$ cat src/rtl/timer_counter.sv
// Memory-mapped countdown timer with CTRL/PRESET/COUNT registers and a
// maskable interrupt. Bus writes always take priority over FSM updates
// in the same cycle.
//
// state  | meaning
// -------+-----------------------------------------------------------
// S_IDLE | halted; COUNT holds; waits for Enable
// S_LOAD | COUNT is loaded from PRESET on the next edge
// S_CNT  | counting down; leaves on !Enable or on expiry
// S_INT  | expiry seen; periodic drops the flag, other modes stop
module timer_counter #(
    parameter int CNT_W = 32
) (
    input  logic        clk,
    input  logic        reset,
    input  logic [1:0]  addr,
    input  logic        we,
    input  logic [31:0] wdata,
    output logic [31:0] rdata,
    output logic        irq
);

    typedef enum logic [1:0] {
        S_IDLE = 2'd0,
        S_LOAD = 2'd1,
        S_CNT  = 2'd2,
        S_INT  = 2'd3
    } state_t;

    localparam logic [CNT_W-1:0] CNT_ONE  = CNT_W'(1);
    localparam logic [1:0]       MODE_PER = 2'b01;

    state_t           state_q, state_d;
    logic [3:0]       ctrl_q, ctrl_d;
    logic [CNT_W-1:0] preset_q;
    logic [CNT_W-1:0] count_q, count_d;
    logic             flag_q, flag_d;

    logic ctrl_wr;
    logic preset_wr;

    assign ctrl_wr   = we && (addr == 2'd0);
    assign preset_wr = we && (addr == 2'd1);

    // State and register updates; everything clears on reset.
    always_ff @(posedge clk) begin
        if (reset) begin
            state_q  <= S_IDLE;
            ctrl_q   <= 4'd0;
            preset_q <= '0;
            count_q  <= '0;
            flag_q   <= 1'b0;
        end else begin
            state_q <= state_d;
            ctrl_q  <= ctrl_d;
            count_q <= count_d;
            flag_q  <= flag_d;
            if (preset_wr) begin
                preset_q <= wdata[CNT_W-1:0];
            end
        end
    end

    // Next-state and datapath; a CTRL write overrides whatever the FSM chose.
    always_comb begin
        state_d = state_q;
        ctrl_d  = ctrl_q;
        count_d = count_q;
        flag_d  = flag_q;

        case (state_q)
            S_IDLE: begin
                if (ctrl_q[0]) begin
                    state_d = S_LOAD;
                end
            end
            S_LOAD: begin
                count_d = preset_q;
                state_d = S_CNT;
            end
            S_CNT: begin
                if (!ctrl_q[0]) begin
                    state_d = S_IDLE;
                end else if (count_q > CNT_ONE) begin
                    count_d = count_q - CNT_ONE;
                end else begin
                    count_d = '0;
                    flag_d  = 1'b1;
                    state_d = S_INT;
                end
            end
            S_INT: begin
                if (ctrl_q[2:1] == MODE_PER) begin
                    flag_d = 1'b0;
                end else begin
                    ctrl_d[0] = 1'b0;
                end
                state_d = S_IDLE;
            end
            default: begin
                state_d = S_IDLE;
            end
        endcase

        if (ctrl_wr) begin
            ctrl_d = wdata[3:0];
            flag_d = 1'b0;
        end
    end

    // Read mux; unmapped offset reads zero.
    always_comb begin
        rdata = 32'd0;
        case (addr)
            2'd0:    rdata = {28'd0, ctrl_q};
            2'd1:    rdata = 32'(preset_q);
            2'd2:    rdata = 32'(count_q);
            default: rdata = 32'd0;
        endcase
    end

    assign irq = ctrl_q[3] & flag_q;

endmodule
$ cat config.mk
export PLATFORM = sky130hd
export DESIGN_NAME = timer_counter
export DESIGN_NICKNAME = d
export VERILOG_FILES = /design/src/rtl/timer_counter.sv
export SDC_FILE = /design/constraint.sdc
export NUM_CORES = 1
export LEC_CHECK = 0
export BUFFER_PORTS_ARGS = -buffer_cell sky130_fd_sc_hd__buf_2
export CAP_MARGIN = 20
export CORE_MARGIN = 2
export CORE_UTILIZATION = 56
export DETAILED_ROUTE_END_ITERATION = 7
export PLACE_DENSITY = 0.89
export SLEW_MARGIN = 20
export SYNTH_ARGS = -nofsm -noshare
export SYNTH_HDL_FRONTEND = slang
export SYNTH_SLANG_ARGS = --single-unit
$ cat constraint.sdc
create_clock -name clk -period 3.3 [get_ports clk]
set_clock_uncertainty 0.15 [all_clocks]
set_input_delay 0.825 -clock clk [delete_from_list [all_inputs] [get_ports clk]]
set_output_delay 0.825 -clock clk [all_outputs]
set_load 0.02 [all_outputs]
After elaboration in Yosys (flattened, before gate mapping):

Index checks and enable logic that the tools add are counted.

* muxes and demuxes: 15
* $lt $le $gt $ge: 1
* add/sub/neg operators: 1
* reduce and logical (&&, ||, !) cells: 12
* bitwise gates (word level): 1
* equality and inequality tests: 12

Operators with widths (number)
* 32-bit case mux with 3 select lines: 1
* 32-bit 2-to-1 mux: 2
* 32-bit case mux with 2 select lines: 1
* 32-bit by 1-bit > comparator with 1-bit output (second input constant): 1
* 32-bit by 1-bit subtractor with 32-bit output (second input constant): 1
* 2-bit != test (second input constant): 5
* 2-bit case mux with 4 select lines: 1
* 2-bit by 1-bit equality test with 1-bit output (second input constant): 3
* 2-bit equality test (second input constant): 3
* 1-bit 2-to-1 mux: 6
* 2-bit 2-to-1 mux: 3
* 2-bit AND reduction: 3
* 2-bit nonzero test: 3
* 2-bit logical NOT: 2
* 4-bit AND reduction: 1
* 3-bit != test (second input constant): 1
* 1-bit logical AND: 2
* 1-bit case mux with 2 select lines: 1
* 2-bit OR reduction: 1
* 1-bit AND: 1

* flip-flop bits (word level): 71
* input port bits: 37
* output and inout bits: 33

Logic depth before layout (Yosys ltp):

* depth after elaboration: 4
* mapped depth: 8

Worst setup path after synthesis:

No wires, ideal clock.

* kind: input -> output
* start point: in addr[1]
* end point: out rdata[10]
* arrival: 2095 ps
* cell stages on the path: 5
* required time: 2325 ps
* slack: 230 ps
* path buffers: 3
* path through: clkbuf_1 nor2b_1 clkbuf_1 buf_1 a22o_1

* longest elaborated chain between the ends: 2
* elaborated cells between the ends (all ways): 4

Ends and longest elaborated chain
* from (decl): RTL line 16 `input logic [1:0] addr,`
* 2-bit equality test, or another cell as far along: RTL line 114 `case (addr)`
* 32-bit case mux with 3 select lines *: RTL line 114
* to (decl): RTL line 19 `output logic [31:0] rdata,`

Mark *: on every way between the ends. The rest lies on a longest branch, timed or not.

Final worst setup path:

* start point: in addr[0]
* end point: out rdata[11]

The elaborated chain is that of the path after synthesis.

==> metrics.md <==
| Metric | Value |
|---|---|
| Port Buf Inserts | `69` |
| Period minus WS final | `2884 ps` |
| P per Cell Area | `455.1 mW/mm^2` |
| DP Wirelength | `7406 um` |
| Die Y | `88.48 um` |
| Worst path cell trace | `buf_2 > nor2b_2 > buf_4 > a22o_1 > buf_2` |
| Placed insts | `656` |
| Synth Area in Adders | `0.6262%` |
| WHS | `311.9 ps` |
| Sw power | `0.6202 mW` |
| Post-synth ARST share | `0%` |
| Status | `finished clean` |
| DR iter-0 viols | `492` |
| Die Wd | `88.48 um` |
| RSZ-0062 raised after global routing | `no` |
| First-pass GRT wire length | `18310 um` |
| H-tree depth | `3` |
| Mapped Nets | `563` |
| CP top delay family | `buffers and inverters` |
| Worst-skew pair later-pin latency | `360 ps` |
| Synth warn | `0` |
| Area occupied by multi-input gates | `0.002345 sq mm` |
| Worst setup margin | `416.3 ps` |
| Router iterations before antenna repair | `6` |
| Placement Rows | `30` |
| Clock tree buffer depth | `2` |
| Ant diodes | `0` |
| Worst IR Drop VDD | `0.2388 mV` |
| # IOs | `70` |
| Synthesized area | `0.003996 sq mm` |
| Reg power frac | `43.4%` |
| Detailed-route via count | `4358` |
| Reg2Reg Capture Point | `count_q[19]$_SDFFE_PP0P_` |
| Non-filler instance count after layout | `672` |
| Logic pwr share | `17.4%` |
| Max-Cap Viols | `0` |
| Seq/Total Area, Yosys | `35.57%` |
| Fillers | `579` |
| Share of layout cells above drive strength 1 | `18.92%` |
| Final hold vios | `0` |
| Clk sinks | `71` |
| Root Buffer | `clkbuf_8` |
| Final ANT Viol Nets | `0` |
| Slew Viols, Final | `0` |
| WHS Endpoint | `flag_q$_SDFFE_PP0P_` |
| Gp weighted congestion | `0.9263` |
| Crit path buffers/inverters | `3` |
| Grt total ovfl | `0` |
| Synth Area in Compound Gates | `29.93%` |
| Area grow syn2layout | `15.28%` |
| Static leakage | `1.793 nW` |
| Drt wl/cell | `17.15 um` |
| Yosys reg bits | `71` |
| Internal | `1.476 mW` |
| Ranking of synthesized cells by area | `dfxtp_1 36%, nand2_1 7.8%, a21oi_1 6.9%, a22o_1 6.4%, o21ai_0 4.6%` |
| Worst Setup Start Kind | `input port` |
| Synth unique cells | `52` |
| R2R cell count | `5` |
| Routed WL | `11520 um` |
| Simple-Gate Fraction of Synth Area | `24.83%` |
| Hold depth | `1` |
| DRC | `0` |
| Setup-failing EPs final | `0` |
| Final nets | `610` |
| Hold Crit Class | `reg2reg` |
| Area share of the largest cell type after synthesis | `35.57%` |
| Sequential cell area | `0.001421 sq mm` |
| Critical path class | `in2out` |
| Clk pwr share | `39.2%` |
| Post-CTS resize count | `0` |
| Pre-CTS WS | `450.8 ps` |
| Initial antenna violation count | `0` |
| Worst hold start | `flag_q$_SDFFE_PP0P_` |
| Synth Area in XOR/XNOR | `0.6575%` |
| Relative slew slack | `38.14%` |
| Worst Path Required | `2320 ps` |
| Die Area | `0.007828 sq mm` |
| Total track usage | `30.08%` |
| Largest net degree at the start of global routing | `50` |
| Setup tns final | `0 ps` |
| Clk slew on worst S/H paths | `70 ps` |
| Reg2reg start | `count_q[20]$_SDFFE_PP0P_` |
| Kind of end point of the critical path | `output pin` |
| Largest family of logic cells by synthesized area | `compound AO/OA/AOI/OAI gates` |
| Synth Flop Type | `dfxtp_1` |
| Slew @ Worst Pin | `925.7 ps` |
| CTS tree | `yes` |
| Post-CTS setup buffer count | `0` |
| Num CTS Buffers | `9` |
| Synth Area per Inst | `7.627 sq um` |
| Worst-path fanout max | `34` |
| Mux cell area share after synthesis | `2.505%` |
| Crit-path most repeated cell | `buf_2` |
| Post-synth EDFFs | `0` |
| Critical path's largest stage delay | `360 ps` |
| Vias per cell | `6.485` |
| Fmax | `346.8 MHz` |
| Starting Density | `58.50%` |
| Fin crit share | `87.39%` |
| Vias in the first global route | `3794` |
| R2R setup slack | `420 ps` |
| Worst EP arrival | `1910 ps` |
| Cells after Synth | `524` |
| Crit-path slowest cell | `buf_4` |
| Sw frac | `29.58%` |
| CTS Hold Bufs | `0` |
| Core area | `0.006832 sq mm` |
| Synth area leader | `dfxtp_1` |
[routing by layer]
layer  wire [um]  GRT usage, %
met1        4587         38.92
met2        5489         49.28
met3        1144         3.825
met5           0             0
met4         301         15.56
[cell usage after synthesis (8+ instances only)]
cell type   n
nor4_1     11
o21ai_0    37
nor2_1     29
a211oi_1   18
clkbuf_1   38
a21oi_1    55
mux2i_1    10
nand3_1    19
nand4_1     8
nor3_1     11
nand2_1    83
a22o_1     29
dfxtp_1    71
[how the worst max path moves through the flow]
stage / start / endpoint / slack (ps) / cells past startpoint
floorplan: addr[1] / rdata[10] / 230 / 5
global placement: addr[1] / rdata[11] / 490 / 5
detailed placement: addr[0] / rdata[11] / 450 / 5
CTS: addr[0] / rdata[26] / 440 / 5
global route: addr[0] / rdata[0] / 330 / 6
finish: addr[0] / rdata[11] / 420 / 5
[cell usage in the layout, fill, tap and decap left out, drive strengths merged, types with 3 or more instances in the layout]
master,count
or3,7
o21ai,37
a221oi,7
nor4,11
buf,83
nor2b,5
xnor2,3
o21a,4
nor3,11
nand4,8
nand3,19
or4,10
o211ai,5
a21o,3
nand2,83
inv,7
a21oi,55
nand2b,5
clkbuf,11
dfxtp,71
or2,3
o31ai,3
a211oi,18
mux2i,10
nor2,29
a22o,29
[worst register-to-register path: stages (launching register included)]
cell	delay (ps)
dfxtp_1	390
or3_1	540
or4_4	570
or4_4	750
nand2_1	240
o32ai_1	110
[registers in the layout, summed over array words and instances (netlist names)]
| register | count |
|---|---|
| ctrl_q | 4 |
| flag_q | 1 |
| state_q | 2 |
| count_q | 32 |
| preset_q | 32 |
[logic make-up (layout without fill, tap and decap cells)]
family,Yosys count,after routing
flops,71,71
fa+ha+maj,2,2
compound gates,181,181
simple gates,203,203
mux,10,10
buf+inv,54,106
xor+xnor,3,3
[cell type report]
cell class	instances	area share [%]
clock buffers	11	3.286
clock inverters	5	1.738
inverters	7	0.5703
multi-input cells	399	50.90
flip-flops and latches	71	30.85
well taps	96	2.607
repair buffers	83	10.05
[power groups by stage]
stage | Clock (mW) | Combinational [mW] | Sequential, mW
after global routing | 0.844 | 0.395 | 0.912
after CTS | 0.816 | 0.358 | 0.908
after floorplan | 0 | 0.286 | 0.916
after global placement | 0 | 0.344 | 0.927
final | 0.822 | 0.365 | 0.909
after detailed placement | 0 | 0.351 | 0.928
[through the flow]
stage	instance area (sq um)	util, %	power (mW)
final	4607	67.44	2.096
after floorplan	3996	-	1.202
after global routing	4607	67.44	2.151
after CTS	4607	67.44	2.081
after global placement	4375	64.05	1.271
after detailed placement	4375	64.05	1.279
(Power assumes the default switching activity.)
